### src/rtl/router_pkg.sv
// Shared flit/port encodings for the mesh router input path.
package router_pkg;

    localparam int TYPE_W = 2;

    localparam logic [1:0] FLIT_BODY   = 2'b00;
    localparam logic [1:0] FLIT_HEAD   = 2'b01;
    localparam logic [1:0] FLIT_TAIL   = 2'b10;
    localparam logic [1:0] FLIT_SINGLE = 2'b11;

    localparam logic [2:0] PORT_LOCAL = 3'd0;
    localparam logic [2:0] PORT_NORTH = 3'd1;
    localparam logic [2:0] PORT_EAST  = 3'd2;
    localparam logic [2:0] PORT_SOUTH = 3'd3;
    localparam logic [2:0] PORT_WEST  = 3'd4;

    typedef enum logic {
        LK_IDLE = 1'b0,
        LK_BUSY = 1'b1
    } lock_e;

    function automatic int type_msb(input int data_w);
        return data_w - 1;
    endfunction

    function automatic int type_lsb(input int data_w);
        return data_w - TYPE_W;
    endfunction

    // HEAD and SINGLE both carry a destination and start a new route.
    function automatic logic opens_route(input logic [1:0] t);
        return (t == FLIT_HEAD) || (t == FLIT_SINGLE);
    endfunction

endpackage

### src/rtl/router_vc_fifo.sv
// Single virtual-channel flit buffer with occupancy count.
module router_vc_fifo #(
    parameter int DATA_W = 35,
    parameter int DEPTH  = 4,
    localparam int PW    = $clog2(DEPTH),
    localparam int CW    = PW + 1
) (
    input  logic              clk,
    input  logic              rst,
    input  logic              wr_en,
    input  logic [DATA_W-1:0] wr_data,
    input  logic              rd_en,
    output logic [DATA_W-1:0] rd_data,
    output logic [CW-1:0]     count,
    output logic              full,
    output logic              empty
);

    logic [DATA_W-1:0] mem_q [DEPTH];
    logic [DATA_W-1:0] mem_d [DEPTH];
    logic [PW-1:0]     wr_ptr_q, wr_ptr_d;
    logic [PW-1:0]     rd_ptr_q, rd_ptr_d;
    logic [CW-1:0]     count_q, count_d;
    logic              wr_ok, rd_ok;

    assign full    = (count_q == CW'(DEPTH));
    assign empty   = (count_q == '0);
    assign count   = count_q;
    assign rd_data = mem_q[rd_ptr_q];
    assign wr_ok   = wr_en && !full;
    assign rd_ok   = rd_en && !empty;

    always_comb begin
        mem_d    = mem_q;
        wr_ptr_d = wr_ptr_q;
        rd_ptr_d = rd_ptr_q;
        if (wr_ok) begin
            mem_d[wr_ptr_q] = wr_data;
            wr_ptr_d        = wr_ptr_q + 1'b1;
        end
        if (rd_ok) begin
            rd_ptr_d = rd_ptr_q + 1'b1;
        end
        count_d = count_q + CW'(wr_ok) - CW'(rd_ok);
    end

    // Storage needs no reset; the count gates everything read out.
    always_ff @(posedge clk) begin
        mem_q <= mem_d;
    end

    always_ff @(posedge clk or posedge rst) begin
        if (rst) begin
            wr_ptr_q <= '0;
            rd_ptr_q <= '0;
            count_q  <= '0;
        end else begin
            wr_ptr_q <= wr_ptr_d;
            rd_ptr_q <= rd_ptr_d;
            count_q  <= count_d;
        end
    end

endmodule

### src/rtl/router_vc_input_unit.sv
// Router input port: per-VC buffering, XY routing of head flits,
// packet locking and sticky protocol-error flag.
module router_vc_input_unit
    import router_pkg::*;
#(
    parameter int DATA_W  = 35,
    parameter int NUM_VC  = 2,
    parameter int DEPTH   = 4,
    parameter int COORD_W = 2,
    localparam int VCW    = (NUM_VC > 1) ? $clog2(NUM_VC) : 1
) (
    input  logic                     clk,
    input  logic                     RST,
    input  logic [DATA_W-1:0]        IDATA,
    input  logic                     IVALID,
    input  logic [VCW-1:0]           IVCH,
    output logic [NUM_VC-1:0]        OACK,
    output logic [NUM_VC-1:0]        ORDY,
    output logic [NUM_VC-1:0]        OLCK,
    output logic [NUM_VC*DATA_W-1:0] ODATA,
    output logic [NUM_VC-1:0]        OVALID,
    output logic [NUM_VC*3-1:0]      OROUTE,
    input  logic [NUM_VC-1:0]        IPOP,
    input  logic [COORD_W-1:0]       MY_XPOS,
    input  logic [COORD_W-1:0]       MY_YPOS,
    output logic                     OERR
);

    localparam int CW = $clog2(DEPTH) + 1;
    localparam int TL = type_lsb(DATA_W);

    logic [NUM_VC-1:0] sel, wr_en, rd_en, full, empty, opens;
    logic [DATA_W-1:0] front   [NUM_VC];
    logic [CW-1:0]     count   [NUM_VC];
    logic [2:0]        head_rt [NUM_VC];
    logic [2:0]        route_q [NUM_VC];
    logic [2:0]        route_d [NUM_VC];
    lock_e             lock_q  [NUM_VC];
    lock_e             lock_d  [NUM_VC];
    logic [NUM_VC-1:0] ack_q, ack_d;
    logic              err_q, err_d;
    logic              vc_ok;
    logic [1:0]        in_type;

    function automatic logic [2:0] xy_route(
        input logic [COORD_W-1:0] dx,
        input logic [COORD_W-1:0] dy,
        input logic [COORD_W-1:0] mx,
        input logic [COORD_W-1:0] my
    );
        logic [2:0] rt;
        if (dx > mx)      rt = PORT_EAST;
        else if (dx < mx) rt = PORT_WEST;
        else if (dy > my) rt = PORT_SOUTH;
        else if (dy < my) rt = PORT_NORTH;
        else              rt = PORT_LOCAL;
        return rt;
    endfunction

    assign vc_ok   = (32'(IVCH) < NUM_VC);
    assign in_type = IDATA[TL +: TYPE_W];
    assign OACK    = ack_q;
    assign OERR    = err_q;

    for (genvar v = 0; v < NUM_VC; v++) begin : g_vc
        assign sel[v]     = IVALID && vc_ok && (IVCH == VCW'(v));
        assign wr_en[v]   = sel[v] && !full[v];
        assign rd_en[v]   = IPOP[v] && !empty[v];
        assign ORDY[v]    = (count[v] != CW'(DEPTH));
        assign OVALID[v]  = !empty[v];
        assign OLCK[v]    = (lock_q[v] == LK_BUSY);
        assign opens[v]   = opens_route(front[v][TL +: TYPE_W]);
        assign head_rt[v] = xy_route(front[v][2*COORD_W-1:COORD_W],
                                     front[v][COORD_W-1:0],
                                     MY_XPOS, MY_YPOS);

        assign ODATA[v*DATA_W +: DATA_W] = empty[v] ? '0 : front[v];
        assign OROUTE[v*3 +: 3] = empty[v] ? 3'd0 :
                                  (opens[v] ? head_rt[v] : route_q[v]);

        router_vc_fifo #(
            .DATA_W (DATA_W),
            .DEPTH  (DEPTH)
        ) u_fifo (
            .clk     (clk),
            .rst     (RST),
            .wr_en   (wr_en[v]),
            .wr_data (IDATA),
            .rd_en   (rd_en[v]),
            .rd_data (front[v]),
            .count   (count[v]),
            .full    (full[v]),
            .empty   (empty[v])
        );
    end

    always_comb begin
        ack_d = wr_en;
        err_d = err_q;
        // Anything offered but not written was dropped.
        if (IVALID && !(|wr_en)) err_d = 1'b1;
        for (int v = 0; v < NUM_VC; v++) begin
            lock_d[v]  = lock_q[v];
            route_d[v] = route_q[v];
            if (rd_en[v] && opens[v]) route_d[v] = head_rt[v];
            if (wr_en[v]) begin
                unique case (in_type)
                    FLIT_HEAD: begin
                        if (lock_q[v] == LK_BUSY) err_d = 1'b1;
                        lock_d[v] = LK_BUSY;
                    end
                    FLIT_SINGLE: begin
                        if (lock_q[v] == LK_BUSY) err_d = 1'b1;
                    end
                    FLIT_BODY: begin
                        if (lock_q[v] == LK_IDLE) err_d = 1'b1;
                    end
                    FLIT_TAIL: begin
                        if (lock_q[v] == LK_IDLE) err_d = 1'b1;
                        lock_d[v] = LK_IDLE;
                    end
                endcase
            end
        end
    end

    always_ff @(posedge clk or posedge RST) begin
        if (RST) begin
            ack_q <= '0;
            err_q <= 1'b0;
            for (int v = 0; v < NUM_VC; v++) begin
                lock_q[v]  <= LK_IDLE;
                route_q[v] <= '0;
            end
        end else begin
            ack_q <= ack_d;
            err_q <= err_d;
            for (int v = 0; v < NUM_VC; v++) begin
                lock_q[v]  <= lock_d[v];
                route_q[v] <= route_d[v];
            end
        end
    end

endmodule
### config.mk
export PLATFORM = sky130hd
export DESIGN_NAME = router_vc_input_unit
export DESIGN_NICKNAME = d
export VERILOG_FILES = /design/src/rtl/router_pkg.sv /design/src/rtl/router_vc_fifo.sv /design/src/rtl/router_vc_input_unit.sv
export SDC_FILE = /design/constraint.sdc
export NUM_CORES = 1
export LEC_CHECK = 0
export CORE_ASPECT_RATIO = 0.8
export CORE_MARGIN = 2
export CORE_UTILIZATION = 55
export DETAILED_ROUTE_END_ITERATION = 8
export PLACE_DENSITY = 0.9
export RECOVER_POWER = 100
export SLEW_MARGIN = 15
export SYNTH_ARGS = -nofsm -noshare
export SYNTH_HDL_FRONTEND = slang
export SYNTH_SLANG_ARGS = --single-unit
### constraint.sdc
create_clock -name clk -period 3.5 [get_ports clk]
set_clock_uncertainty 0.1 [all_clocks]
set_input_delay 0.7 -clock clk [delete_from_list [all_inputs] [get_ports clk]]
set_output_delay 0.7 -clock clk [all_outputs]
set_load 0.01 [all_outputs]
# ---- Word level (Yosys, flattened, before mapping)
# Index checks and enable logic that the tools add are counted.
dict set report word_totals {
  input_bits 45
  out_inout_bits 85
  ff_bits 305
  word_cells 125
}
dict set report classes {
  n_lt_le_gt_ge 14
  n_eq_ne 11
  reduce_logical 31
  n_mux 36
  add_sub_neg 8
  bitwise_logic 5
}
# op n
set op_table {}
lappend op_table {{bitwise mux 140 bit} 2}
lappend op_table {{2-to-1 mux 35 bit} 8}
lappend op_table {{binary-select mux 35 bit (select 2 bit)} 2}
lappend op_table {{demux 35 bit (select 2 bit)} 2}
lappend op_table {{2-to-1 mux 3 bit} 9}
lappend op_table {{logical AND 1 bit} 15}
lappend op_table {{>= comparator 3 bit, second input constant} 4}
lappend op_table {{NOT 2 -> 3 bit} 4}
lappend op_table {{2-to-1 mux 1 bit} 9}
lappend op_table {{adder 2 x 1 -> 2 bit, second input constant} 4}
lappend op_table {{== test 2 bit, second input constant} 4}
lappend op_table {{greater-than comparator 2 bit} 4}
lappend op_table {{less-than comparator 2 bit} 4}
lappend op_table {{adder 3 x 1 -> 3 bit} 2}
lappend op_table {{== test 2 x 1 -> 1 bit, second input constant} 3}
lappend op_table {{== test 3 bit, second input constant} 2}
lappend op_table {{logical NOT 3 bit} 2}
lappend op_table {{less-than comparator 3 x 1 -> 1 bit, second input constant} 2}
lappend op_table {{inequality test 3 bit, second input constant} 2}
lappend op_table {{one-hot mux 1 bit (2 select lines)} 3}
lappend op_table {{OR reduction 2 bit} 3}
lappend op_table {{subtractor 3 x 1 -> 3 bit} 2}
lappend op_table {{logical NOT 1 bit} 5}
lappend op_table {{AND reduction 2 bit} 2}
lappend op_table {{5 further kinds} 6}

# ---- Logic depth before layout (Yosys ltp)
dict set report logic_depth {
  word_depth 13
  ltp_mapped 10
  depth_no_buf 9
}

# ---- Hierarchy
# A second synthesis with hierarchy kept.
dict set report hier_totals {
  hier_cells 635
  area_unflattened_um2 12489.5
}
# module n_inst cells_per_inst area_per_inst_um2
set by_module_without_submodules {}
lappend by_module_without_submodules {router_vc_fifo 2 226 5559.1}
lappend by_module_without_submodules {router_vc_input_unit 1 183 1371.3}

# ---- Worst setup path after synthesis
# Ideal clock, no wire load.
dict set report synth_timing {
  kind {reg-to-output}
  startpoint {reg g_vc[0].u_fifo.rd_ptr_q[0]}
  endpoint {out OROUTE[0]}
  arrival_time_ns 2.177
  t_required_ns 2.700
  slack_ns 0.523
  path_stages_with_launch 10
  cell_sequence {dfrtp_1 buf_6 buf_4 mux4_2 inv_1 ha_1 and2_1 a221oi_1 mux2i_1 nor2_1}
}
dict set report synth_via {
  elab_chain_len 11
}
# item line_no
set synth_rtl {}
lappend synth_rtl {{start: declaration} router_vc_fifo.sv:22} ;# logic [PW-1:0] rd_ptr_q, rd_ptr_d;
lappend synth_rtl {{start signal: assignment} router_vc_fifo.sv:59} ;# rd_ptr_q <= rd_ptr_d;
lappend synth_rtl {{NOT 2 -> 3 bit (not written as such) *} router_vc_fifo.sv:29} ;# assign rd_data = mem_q[rd_ptr_q];
lappend synth_rtl {{binary-select mux 35 bit (select 2 bit) *} router_vc_fifo.sv:29}
lappend synth_rtl {{2-to-1 mux 35 bit (not written as such) * (2 in series)} router_vc_fifo.sv:29}
lappend synth_rtl {{less-than comparator 2 bit} router_vc_input_unit.sv:55} ;# else if (dy < my) rt = PORT_NORTH;
lappend synth_rtl {{2-to-1 mux 1 bit} router_vc_input_unit.sv:55}
lappend synth_rtl {{2-to-1 mux 2 bit} router_vc_input_unit.sv:54} ;# else if (dy > my) rt = PORT_SOUTH;
lappend synth_rtl {{2-to-1 mux 3 bit} router_vc_input_unit.sv:53} ;# else if (dx < mx) rt = PORT_WEST;
lappend synth_rtl {{2-to-1 mux 3 bit} router_vc_input_unit.sv:52} ;# if (dx > mx) rt = PORT_EAST;
lappend synth_rtl {{2-to-1 mux 3 bit *} router_vc_input_unit.sv:79} ;# (opens[v] ? head_rt[v] : route_q[v]);
lappend synth_rtl {{2-to-1 mux 3 bit *} router_vc_input_unit.sv:78} ;# assign OROUTE[v*3 +: 3] = empty[v] ? 3'd0 :
lappend synth_rtl {{end: declaration} router_vc_input_unit.sv:22} ;# output logic [NUM_VC*3-1:0] OROUTE,
# Mark *: on every way between the ends. The rest lies on a longest branch, timed or not. The select of a mux whose other input is x is not followed.

# ---- Worst setup path after layout
# Same ends and word-level chain as after synthesis.

==> impl_metrics.env <==
export IMPL_outcome="complete, but fails checks"
export IMPL_violations="negative setup slack"
export IMPL_dieHeight_um=137
export IMPL_avgRoutedWirePerCell_um=25.1
export IMPL_setup_viol=3
export IMPL_worstMarginPinSlew_ns=1.01
export IMPL_period_needed_ns=3.58
export IMPL_finalHoldViolCount=0
export IMPL_ys_seq_area_share_pct=73.8
export IMPL_first_iter_violations=535
export IMPL_synthCells=606
export IMPL_leakage_nw=5.28
export IMPL_die_area_mm2=0.0235
export IMPL_fmaxAchievable_mhz=280
export IMPL_rsz0062_at_grt="yes"
export IMPL_synth_warnings=0
export IMPL_insertion_delay_ns=0.54
export IMPL_detail_route_antenna_nets=0
export IMPL_slowest_delay_ns=0.50
export IMPL_vias=6471
export IMPL_syn_to_final_growth_pct=25.3
export IMPL_place_inst=1029
export IMPL_cts_sinks=305
export IMPL_nFillCells=1271
export IMPL_drt_first_pass_iters=4
export IMPL_grt_max_degree=36
export IMPL_slowest_stage="mux4_2"
export IMPL_cts_buffers=28
export IMPL_hold_path_class="reg2reg"
export IMPL_finalInstanceArea_mm2=0.0153
export IMPL_layout_commonest_cell="edfxtp_1"
export IMPL_ys_flop_type="edfxtp_1"
export IMPL_finalWirelength_um=27600
export IMPL_p_per_area_mw_per_mm2=872
export IMPL_endpoint_kind="primary output"
export IMPL_cts_root_buf="clkbuf_16"
export IMPL_antenna_found_initial=3
export IMPL_cp_required_ns=2.70
export IMPL_grt_pass1_vias=6835
export IMPL_overflow=0
export IMPL_maxCapViolations=0
export IMPL_utilization_pct=70.7
export IMPL_layout_cells_non_filler=1103
export IMPL_drive_above_1_share_pct=25.2
export IMPL_track_usage_pct=23.7
export IMPL_io_buffers=129
export IMPL_htree_num_levels=1
export IMPL_dpl_hpwl_um=15500
export IMPL_synth_edf_count=280
export IMPL_grt_pass1_wl_um=40500
export IMPL_register_area_mm2=0.00904
export IMPL_avgSynthCellArea_um2=20.2
export IMPL_critPathBufInv=3
export IMPL_core_area_mm2=0.0217
export IMPL_drv_slew=0
export IMPL_crit_type="reg2out"
export IMPL_synthArstFlopShare_pct=8.20
export IMPL_synth_top_area_cell="edfxtp_1"
export IMPL_holdBufCountCts=0
export IMPL_synth_top_area_share_pct=68.7
export IMPL_final_nets=850
export IMPL_synthTopCellsByArea="edfxtp_1 69%, mux4_2 13%, dfrtp_1 5.1%"
export IMPL_gp_congestion=0.814
export IMPL_synth_cell_type_count=39
export IMPL_ios=130
export IMPL_cts_buffer_depth=3
export IMPL_initial_core_util_pct=56.4
export IMPL_n_antenna_cell=0
export IMPL_cts_tree="done"
export IMPL_ir_drop_uv=499
export IMPL_cp_max_fo=3
export IMPL_drc=0
export IMPL_yosys_register_bits=305
export IMPL_crit_chain="buf_12 > mux4_2 > inv_2 > ha_1 > and2_4 > a221oi_4 > mux2i_1 > nor2_1 > buf_2"
export IMPL_path_clk_slew_ns=0.07
export IMPL_final_cell_mix="280 x edfxtp_1, 88 x clkdlybuf4s50_1, 70 x mux4_2"
export IMPL_critPathArrivalTime_ns=2.78
export IMPL_fin_ws_ns=-0.0776
export IMPL_crit_path_start_kind="flop"
export IMPL_via_per_inst=5.87
export IMPL_relSlewSlack_pct=32.3
export IMPL_crit_family="multiplexers"
export IMPL_mappedNetlistArea_mm2=0.0122
export IMPL_rows=48
export IMPL_die_x_um=171
export IMPL_post_route_period_util_pct=102
export IMPL_synth_nets=675
export IMPL_multi_input_area_mm2=0.00310
export IMPL_place_area_mm2=0.0140
## power by group
group / switching [mW] / internal [mW] / total, mW
clock network: 1.30 / 1.85 / 3.15
registers: 0.237 / 4.48 / 4.72
logic: 2.52 / 2.98 / 5.50
## state kept, by name (all words and copies together), names as in the netlist
name,flops
OLCK,2
route_q,6
g_vc.u_fifo.wr_ptr_q,4
OERR,1
g_vc.u_fifo.mem_q,280
g_vc.u_fifo.rd_ptr_q,4
OACK,2
g_vc.u_fifo.count,6
## stage by stage
stage / setup TNS [ns] / hold WS, ns / worst slack (ns) / power [mW]
after CTS: -0.142 / 0.409 / -0.106 / 13.2
after detailed placement: -0.168 / 0.394 / -0.135 / 9.67
after floorplan: 0 / 0.364 / 0.523 / 7.47
after global placement: -0.0116 / 0.375 / -0.0116 / 9.43
after global routing: -0.614 / 0.421 / -0.167 / 13.9
final: -0.133 / 0.410 / -0.0776 / 13.4
## repair_timing
action,in CTS,in global routing
setup buffers,13,7
setup endpoints to repair,46,28
endpoints found under the hold margin,0,0
resized for setup,45,16
pin swaps,2,11
gates cloned,1,1
## area by class of cell
type,count,area share [%]
Tap cell,300,2.45
Timing Repair Buffer,171,11.5
Clock buffer,35,5.01
Multi-Input combinational cell,248,20.2
Inverter,27,0.661
Sequential cell,305,58.9
Clock inverter,17,1.25
## kinds of logic after synthesis
group	synth area share (%)
flops	73.8
mux	13.9
simple gates	6.12
compound gates	0.501
fa+ha+maj	2.58
buf+inv	2.14
xor+xnor	0.920
## cell usage after synthesis, drive strengths merged (8+ instances only)
cell type	count
mux4	70
inv	27
buf	18
nor2	9
edfxtp	280
xnor2	9
nand2	11
dfrtp	25
clkbuf	8
and2	78
ha	22
## routing by layer
metal  share of wire, %  global-route usage, %  vias up  routed length [µm]
met5               0.15                      0        -                  41
met4                2.5                   6.89        6                 680
met3                6.6                   4.97       66                1840
met2                 52                   41.8      308               14400
met1                 39                   30.2     3377               10700
li1                   -                      -     2714                   -
## worst reg2reg max path, stage by stage, from the launching register on
cell and delay [ns]:
dfrtp_1 0.42, nor3_4 0.38, inv_2 0.41, and2_1 0.38, ha_1 0.31, inv_1 0.05, ha_1 0.21, fa_1 0.38
xnor2_1 0.14
## worst paths after layout
path / cells past startpoint / startpoint / slack (ns) / endpoint
min in group asynchronous: 2 / RST / 0.61 / route_q[5]$_DFFE_PP0P_
max in group asynchronous: 2 / RST / 2.00 / g_vc[1].u_fifo.rd_ptr_q[1]$_DFFE_PP0P_
setup reg to reg: 8 / g_vc[0].u_fifo.count[0]$_DFF_PP0_ / 0.63 / g_vc[0].u_fifo.count[2]$_DFF_PP0_
hold / removal: 2 / OERR$_DFF_PP0_ / 0.41 / OERR$_DFF_PP0_
hold reg to reg: 2 / OERR$_DFF_PP0_ / 0.41 / OERR$_DFF_PP0_
setup / recovery: 9 / g_vc[0].u_fifo.rd_ptr_q[0]$_DFFE_PP0P_ / -0.08 / OROUTE[0]
No activity file was read; power rests on OpenSTA's default activity.
